**src/rtl/relu_maxpool.sv**
```systemverilog
// ReLU activation followed by 2x2 stride-2 max pooling on a raster pixel stream.
// Define RELU_MAXPOOL_LEAKY_EN to turn negative samples into x >>> 3 instead of 0.
module relu_maxpool #(
  parameter int unsigned CONV_BIT = 12,
  parameter int unsigned CH       = 3,
  parameter int unsigned IMG_W    = 24,
  parameter int unsigned IMG_H    = 24
) (
  input  logic                   clk,
  input  logic                   rst,
  input  logic                   valid_in,
  input  logic                   sof,
  input  logic [CH*CONV_BIT-1:0] din,
  output logic [CH*CONV_BIT-1:0] dout,
  output logic                   valid_out,
  output logic                   frame_done
);

  localparam int unsigned DW   = CH * CONV_BIT;
  localparam int unsigned CW   = (IMG_W > 2) ? $clog2(IMG_W) : 1;
  localparam int unsigned RW   = (IMG_H > 2) ? $clog2(IMG_H) : 1;
  localparam int unsigned LB_N = IMG_W / 2;
  localparam int unsigned LBW  = (LB_N > 1) ? $clog2(LB_N) : 1;

  function automatic logic [CONV_BIT-1:0] act_f(input logic [CONV_BIT-1:0] x);
`ifdef RELU_MAXPOOL_LEAKY_EN
    act_f = x[CONV_BIT-1] ? CONV_BIT'($signed(x) >>> 3) : x;
`else
    act_f = x[CONV_BIT-1] ? '0 : x;
`endif
  endfunction

  function automatic logic [CONV_BIT-1:0] max_f(input logic [CONV_BIT-1:0] a,
                                                input logic [CONV_BIT-1:0] b);
    max_f = ($signed(a) > $signed(b)) ? a : b;
  endfunction

  logic [CW-1:0] col_q, col_d, col_eff;
  logic [RW-1:0] row_q, row_d, row_eff;
  logic [DW-1:0] even_q, even_d;
  logic [DW-1:0] dout_q, dout_d;
  logic          valid_q, valid_d;
  logic          done_q, done_d;
  logic [DW-1:0] lb_q [LB_N];
  logic [DW-1:0] lb_rd, pair_v, win_v;
  logic [LBW-1:0] lb_idx;
  logic          lb_we;

  // A sof beat is position (0,0) regardless of where the counters stood.
  always_comb begin
    col_eff = sof ? '0 : col_q;
    row_eff = sof ? '0 : row_q;
    lb_idx  = LBW'(col_eff >> 1);
    lb_rd   = lb_q[lb_idx];
    pair_v  = '0;
    win_v   = '0;
    for (int unsigned c = 0; c < CH; c++) begin
      pair_v[c*CONV_BIT +: CONV_BIT] = max_f(even_q[c*CONV_BIT +: CONV_BIT],
                                             act_f(din[c*CONV_BIT +: CONV_BIT]));
      win_v[c*CONV_BIT +: CONV_BIT]  = max_f(lb_rd[c*CONV_BIT +: CONV_BIT],
                                             pair_v[c*CONV_BIT +: CONV_BIT]);
    end
  end

  always_comb begin
    col_d   = col_q;
    row_d   = row_q;
    even_d  = even_q;
    dout_d  = dout_q;
    valid_d = 1'b0;
    done_d  = 1'b0;
    lb_we   = 1'b0;
    if (valid_in) begin
      if (!col_eff[0]) begin
        for (int unsigned c = 0; c < CH; c++) begin
          even_d[c*CONV_BIT +: CONV_BIT] = act_f(din[c*CONV_BIT +: CONV_BIT]);
        end
      end else if (!row_eff[0]) begin
        lb_we = 1'b1;
      end else begin
        dout_d  = win_v;
        valid_d = 1'b1;
        done_d  = (row_eff == RW'(IMG_H - 1)) && (col_eff == CW'(IMG_W - 1));
      end
      if (col_eff == CW'(IMG_W - 1)) begin
        col_d = '0;
        row_d = (row_eff == RW'(IMG_H - 1)) ? '0 : row_eff + RW'(1);
      end else begin
        col_d = col_eff + CW'(1);
        row_d = row_eff;
      end
    end
  end

  always_ff @(posedge clk or posedge rst) begin
    if (rst) begin
      col_q   <= '0;
      row_q   <= '0;
      even_q  <= '0;
      dout_q  <= '0;
      valid_q <= 1'b0;
      done_q  <= 1'b0;
    end else begin
      col_q   <= col_d;
      row_q   <= row_d;
      even_q  <= even_d;
      dout_q  <= dout_d;
      valid_q <= valid_d;
      done_q  <= done_d;
    end
  end

  // Line buffer is always rewritten on an even row before it is read, so no reset.
  always_ff @(posedge clk) begin
    if (lb_we) lb_q[lb_idx] <= pair_v;
  end

  assign dout       = dout_q;
  assign valid_out  = valid_q;
  assign frame_done = done_q;

endmodule
```
**config.mk**
```make
export PLATFORM = sky130hd
export DESIGN_NAME = relu_maxpool
export DESIGN_NICKNAME = d
export VERILOG_FILES = /design/src/rtl/relu_maxpool.sv
export SDC_FILE = /design/constraint.sdc
export NUM_CORES = 1
export LEC_CHECK = 0
export ABC_AREA = 1
export CAP_MARGIN = 20
export CELL_PAD_IN_SITES_DETAIL_PLACEMENT = 1
export CELL_PAD_IN_SITES_GLOBAL_PLACEMENT = 2
export CORE_ASPECT_RATIO = 0.6
export CORE_UTILIZATION = 25
export CTS_BUF_LIST = sky130_fd_sc_hd__clkbuf_8
export CTS_CLUSTER_SIZE = 20
export DETAILED_ROUTE_END_ITERATION = 12
export PLACE_DENSITY_LB_ADDON = 0.1
export SLEW_MARGIN = 5
export SYNTH_ARGS = -nofsm -noshare
export SYNTH_HDL_FRONTEND = slang
export SYNTH_SLANG_ARGS = --single-unit
```
**constraint.sdc**
```tcl
create_clock -name clk -period 4.4 [get_ports clk]
set_input_delay 1.1 -clock clk [delete_from_list [all_inputs] [get_ports clk]]
set_output_delay 1.1 -clock clk [all_outputs]
set_load 0.05 [all_outputs]
```
==> results of run 1 <==
-- stage by stage --
stage	power [mW]	util	std cells	hold slack (ns)
6_report	12.42	0.3270	3093	0.4775
5_1_grt	13.13	0.3270	3093	0.4935
4_1_cts	12.57	0.3259	3089	0.4836
3_5_place_dp	8.498	0.3061	2940	0.4699
3_3_place_gp	8.453	0.3061	2940	0.4716
2_1_floorplan	6.936	-	1632	0.4331
-- per-layer routing --
| metal | global-route usage | vias up | part of all wire |
|---|---|---|---|
| met2 | 0.2228 | 250 | 0.38 |
| met1 | 0.2854 | 7452 | 0.56 |
| met5 | 0 | - | 0 |
| li1 | - | 6665 | - |
| met3 | 0.03379 | 64 | 0.040 |
| met4 | 0.03145 | 0 | 0.012 |
-- report_power, final --
part           internal (mW)  switching [mW]  leakage (nW)
clock                   2.08            1.90         0.904
sequential              5.30          0.0843          4.63
combinational           1.14            1.92          4.54
-- Yosys cell counts, drive strengths merged --
cell	n	area [µm²]
a21o	2	15.01
ha	67	838.3
a21oi	103	515.5
or3	19	118.9
and3	5	31.28
nand3	57	285.3
nand4	9	56.30
inv	94	355.3
xor2	2	17.52
nand2	315	1185
nor3	15	80.08
o31ai	1	7.510
conb	1	3.750
o41ai	1	8.760
nand3b	3	22.52
clkinv	4	15.01
o21ai	113	565.5
o211ai	6	45.04
clkbuf	28	105.1
a211oi	2	15.01
o22ai	2	12.51
a31o	1	8.760
a31oi	3	18.77
buf	52	267.8
or2	1	6.260
a41oi	1	8.760
edfxtp	396	11890
dfrtp	78	1952
a22oi	179	1344
o21a	8	60.06
nor2	62	310.3
-- registers in the layout, indices dropped and copies added, names as in the netlist --
signal / flops
valid_out: 1
even_q: 33
dout: 33
frame_done: 1
row_q: 5
col_q: 5
lb_q: 396
-- logic make-up (layout without fill, tap and decap cells) --
| kind of cell | count (synthesis) | after routing | synth area share |
|---|---|---|---|
| xor gates and xnor gates | 2 | 2 | 0.0008688 |
| and+or+nand+nor | 486 | 486 | 0.1039 |
| other | 1 | 5 | 0.0001859 |
| buffers and inverters | 178 | 571 | 0.03685 |
| AOI/OAI and AO/OA | 422 | 422 | 0.1302 |
| DFF | 474 | 474 | 0.6864 |
| adders and majority gates | 67 | 67 | 0.04157 |
-- layout make-up --
cell class	count	area (µm²)	share of cell area
flip-flops and latches	474	13840	0.5314
clock inverters	61	362.8	0.01393
repair inverters	2	15.01	0.0005763
clock buffers	88	1211	0.04649
inverters	98	380.4	0.01460
well taps	1066	1334	0.05120
repair buffers	322	3147	0.1208
multi-input cells	980	5754	0.2209
diodes	2	5.005	0.0001921
-- placed cells by master (no fill, tap or decap), drive strengths merged, types with 6 or more instances in the layout --
master	count
buf	248
clkdlybuf4s50	73
o21ai	113
dfrtp	78
a21oi	103
or3	19
nand3	57
a22oi	179
inv	119
nand4	9
ha	67
nand2	315
clkbuf	88
nor2	62
o211ai	6
o21a	8
nor3	15
edfxtp	396
clkinv	33
-- final timing paths --
path | startpoint | end | slack, ns
max in group asynchronous | rst | dout[18]$_DFFE_PP0P_ | 2.87
hold / removal | dout[7]$_DFFE_PP0P_ | dout[7]$_DFFE_PP0P_ | 0.48
setup reg to reg | col_q[1]$_DFFE_PP0P_ | dout[12]$_DFFE_PP0P_ | 0.75
setup / recovery | din[23] | dout[12]$_DFFE_PP0P_ | 0.20
min in group asynchronous | rst | even_q[1]$_DFFE_PP0P_ | 0.76
hold reg to reg | dout[7]$_DFFE_PP0P_ | dout[7]$_DFFE_PP0P_ | 0.48
-- worst max-delay path, stage by stage --
cell and delay (ns):
clkdlybuf4s50_1 0.44, inv_2 0.12, buf_4 0.14, nand2_1 0.09, ha_4 0.29, inv_1 0.07
o31ai_4 0.24, buf_4 0.15, a21oi_1 0.05, nand2_1 0.07, nand2_1 0.08, buf_12 0.16
nand2_1 0.05, o21ai_1 0.09, ha_1 0.33, nand3_1 0.11, o211ai_1 0.35, a21oi_1 0.11
nand2_1 0.11, nand2_2 0.11, buf_4 0.19, o21ai_0 0.17, o21ai_1 0.09
==> impl_metrics.json, run 1 <==
{
  "result_of_the_run": "complete, no violations",
  "violation_count_after_the_first_detailed_route_iteration": 1050,
  "synthCells": 1630,
  "antenna_violations_before_repair": 2,
  "final_min_period_over_clock_period": 0.9550,
  "total_number_of_h_tree_levels": 3,
  "dp_slack_ns": -0.6670,
  "endpoint_kind_of_the_worst_setup_timing_path": "flip-flop",
  "numCtsBuffers": 80,
  "ys_types": 42,
  "dpl-instance-area_um2": 24390,
  "wl_per_cell_um": 22.48,
  "fin_area_um2": 26050,
  "ios": 78,
  "drc": 0,
  "drt-pass1-iter-count": 4,
  "tritoncts_num_sinks": 474,
  "hold_viol": 0,
  "synth.ff_latch_count": 474,
  "critical_path_arrival_ns": 4.74,
  "timing_worst_slew_pin_value_ns": 0.9585,
  "postCtsSetupRepairBufs": 0,
  "ys.warnings.count": 0,
  "cts.clk_slew.worst_paths_ns": 0.06,
  "finalNetCount": 2065,
  "vias": 14430,
  "worst_setup_path_start_kind": "input port",
  "power.density_cell_area_nw_per_um2": 476.9,
  "period_minus_slack_ns": 4.202,
  "placement.io_buffers": 74,
  "grt_pass1_wl_um": 103400,
  "setup_viol": 0,
  "max_cap_viol_count": 0,
  "maxSlewViolCount": 0,
  "cp_max_fo": 22,
  "vias_per_cell": 4.666,
  "clock.fmax_mhz": 238.0,
  "post_synth_instance_area_um2": 20170,
  "dieWidth_um": 368.7,
  "final_layout_size_suffix_gt1_frac": 0.2030,
  "die_ht_um": 222,
  "slew-limit-headroom": 0.3601,
  "nFillCells": 8605,
  "ant_nets": 0,
  "leakage_nw": 10.08,
  "design.core.area_um2": 79680,
  "avgSynthCellArea_um2": 12.37,
  "clock-root-buffer": "clkbuf_8",
  "worst_ir_drop_vdd_v": 0.0001930,
  "floorplan.rows": 80,
  "crit_type": "in -> reg",
  "cts-resized-gates": 0,
  "finalClockSkew_ns": 0.03237,
  "hold_path_depth": 2,
  "timing.final.ws_setup_ns": 0.1981,
  "detailedPlacementHpwl_um": 47350,
  "seq_area_frac_synth": 0.6864,
  "insertion_delay_ns": 0.68,
  "grt-ovfl-total": 0,
  "totalNegativeSetupSlack_ns": 0,
  "reg2reg_depth": 16,
  "starting_density_of_the_core": 0.2531,
  "routed_wl_um": 69540,
  "track_usage": 0.1718,
  "layout-area-overhead-vs-synth_pct": 29.18,
  "cts_buffer_depth": 3,
  "floorplan.die_area_um2": 81840,
  "grt_max_degree": 56,
  "cp_data_required_time_ns": 4.94,
  "rsz0062_at_grt": "false",
  "finalWeightedCongestion": 0.7715,
  "clock_tree_from_tritoncts": "done",
  "hold_path.class": "reg -> reg",
  "via_count_of_the_first_global_routing_pass": 15140,
  "cts-hold-fix-buffers": 0
}
No activity file was read; power rests on OpenSTA's default activity.
==> run 2: changes to the inputs <==
--- a/config.mk
+++ b/config.mk
@@ -10,6 +10,7 @@
 export CELL_PAD_IN_SITES_DETAIL_PLACEMENT = 1
 export CELL_PAD_IN_SITES_GLOBAL_PLACEMENT = 2
 export CORE_ASPECT_RATIO = 0.6
+export CORE_MARGIN = 5
 export CORE_UTILIZATION = 25
 export CTS_BUF_LIST = sky130_fd_sc_hd__clkbuf_8
 export CTS_CLUSTER_SIZE = 20
==> impl_metrics.json, run 2 (same netlist as run 1, synthesis figures left out) <==
{
  "met3WireLength_um": 2685,
  "numCtsBuffers": 81,
  "max_cap_viol_count": 0,
  "crit_type": "in -> reg",
  "crit_path_frequent_cell": "a21oi_1",
  "wl_met2_um": 27130,
  "worstPathBufferInverterCount": 5,
  "critical_path_arrival_ns": 4.70,
  "worst_setup_path_start_kind": "input port",
  "finalNetCount": 2071,
  "cts.clk_slew.worst_paths_ns": 0.07,
  "hold_viol": 0,
  "drt-pass1-iter-count": 5,
  "antenna_violations_before_repair": 4,
  "hold_path.class": "reg -> reg",
  "grt_max_degree": 44,
  "insertion_delay_ns": 0.70,
  "largest_register": "lb_q",
  "cp_top_family": "buffers and inverters",
  "violation_count_after_the_first_detailed_route_iteration": 859,
  "leakage_nw": 10.14,
  "route.layer.met1.wl_um": 39060,
  "placement.io_buffers": 74,
  "dr.max_layer_used": "met4",
  "mostFrequentLayoutCells": "396 x edfxtp_1, 312 x nand2_1, 211 x buf_4",
  "detailedPlacementHpwl_um": 47360,
  "track_usage": 0.1611,
  "master_of_the_slowest_instance_on_the_critical_path": "clkdlybuf4s50_1",
  "layoutNonFillerInstCount": 3097,
  "cts-hold-fix-buffers": 0,
  "maxSlewViolCount": 0,
  "grt_pass1_wl_um": 103300,
  "power.density_cell_area_nw_per_um2": 482.5,
  "cp_max_fo": 28,
  "tritoncts_num_sinks": 474,
  "wl_per_cell_um": 22.57,
  "timing_worst_slew_pin_value_ns": 0.7914,
  "clock_tree_from_tritoncts": "done",
  "finalClockSkew_ns": 0.02886,
  "result_of_the_run": "complete, no violations",
  "grt-ovfl-total": 0,
  "cp.depth": 18,
  "setup.reg_to_reg.worst_slack_ns": 0.61,
  "timing.critical_path.cells": "clkdlybuf4s50_1 -> inv_2 -> nand2_2 -> nor2_4 -> buf_12 -> a22oi_1 -> nand3_1 -> a21oi_1 -> a41oi_1 -> ha_1 -> a21o_1 -> a21oi_1 -> o211ai_1 -> nand2_1 -> clkinvlp_4 -> buf_4 -> nor2_1 -> o21ai_0",
  "cp_data_required_time_ns": 4.98,
  "cts_buffer_depth": 3,
  "die_ht_um": 230,
  "slew-limit-headroom": 0.4724,
  "ant_nets": 0,
  "post-route-util": 0.3280,
  "dieWidth_um": 376.7,
  "clock.fmax_mhz": 242.7,
  "routed_wl_um": 69900,
  "post-place-cells": 2944,
  "final_min_period_over_clock_period": 0.9365,
  "drc": 0,
  "design.core.area_um2": 79680,
  "hold_path_depth": 2,
  "floorplan.rows": 80,
  "reg2reg_depth": 16,
  "totalNegativeSetupSlack_ns": 0,
  "dpl-instance-area_um2": 24410,
  "clock-root-buffer": "clkbuf_8",
  "floorplan.die_area_um2": 86630,
  "finalWeightedCongestion": 0.7556,
  "fin_hold_ws_ns": 0.4787,
  "ios": 78,
  "starting_density_of_the_core": 0.2531,
  "dp_slack_ns": -0.8276,
  "worst_ir_drop_vdd_v": 0.0001873,
  "critical-path-max-stage-delay_ns": 0.48,
  "final_common_cell": "edfxtp_1",
  "layout-area-overhead-vs-synth_pct": 29.59,
  "vias": 14340,
  "total_number_of_h_tree_levels": 3,
  "setup_viol": 0,
  "final_layout_size_suffix_gt1_frac": 0.2006,
  "fin_area_um2": 26130,
  "vias_per_cell": 4.629,
  "period_minus_slack_ns": 4.121,
  "endpoint_kind_of_the_worst_setup_timing_path": "flip-flop",
  "rsz0062_at_grt": "false",
  "largest_reg_flops": 396,
  "timing.final.ws_setup_ns": 0.2793,
  "totalPowerFinal_mw": 12.61,
  "via_count_of_the_first_global_routing_pass": 15090
}
[run 2: changes by cell type in the layout (fill, tap and decap cells not counted), moves of 2 or more]
cell	delta
a21oi_1	+2
a21oi_2	-2
buf_4	+7
bufinv_16	+3
clkbuf_8	+3
clkinv_2	-8
inv_1	+2
[run 2: final timing paths]
kind | startpoint | end
worst max-delay path | sof | dout[31]$_DFFE_PP0P_
worst min-delay path | dout[1]$_DFFE_PP0P_ | dout[1]$_DFFE_PP0P_
worst max register to register | col_q[1]$_DFFE_PP0P_ | dout[31]$_DFFE_PP0P_
worst min register to register | dout[1]$_DFFE_PP0P_ | dout[1]$_DFFE_PP0P_
max in group asynchronous | rst | dout[13]$_DFFE_PP0P_
min in group asynchronous | rst | even_q[2]$_DFFE_PP0P_
[run 2: final cells by class]
cell class | count | area [µm²]
repair buffers | 328 | 3179
well taps | 1066 | 1334
inverters | 98 | 380.4
multi-input cells | 980 | 5720
fillers | 8679 | 53540
diodes | 2 | 5.005
repair inverters | 1 | 7.507
clock inverters | 57 | 411.6
flip-flops and latches | 474 | 13840
clock buffers | 91 | 1252
[run 2: layer usage]
layer  GRT usage  up-vias
met5           0        -
met4     0.03415        0
met3     0.02979       88
met2      0.2135      254
met1      0.2652     7305
li1            -     6690
[run 2: what timing repair did]
action / 4_1_cts / 5_1_grt
pin swaps: 0 / 1
setup endpoints to repair: 5 / 33
gates cloned: 0 / 1
setup buffers: 0 / 2
resized for setup: 2 / 15
[run 2: report_power, final]
| part | internal [mW] | leakage (nW) | switching, mW |
|---|---|---|---|
| Clock | 2.30 | 0.939 | 1.88 |
| Sequential | 5.30 | 4.63 | 0.0848 |
| Combinational | 1.14 | 4.57 | 1.90 |
| Total | 8.75 | 10.1 | 3.86 |
[run 2: tightest hold or removal path: stages, from the launching register on]
cell,delay [ns]
dfrtp_1,0.34
nand2_1,0.05
nand2_1,0.05
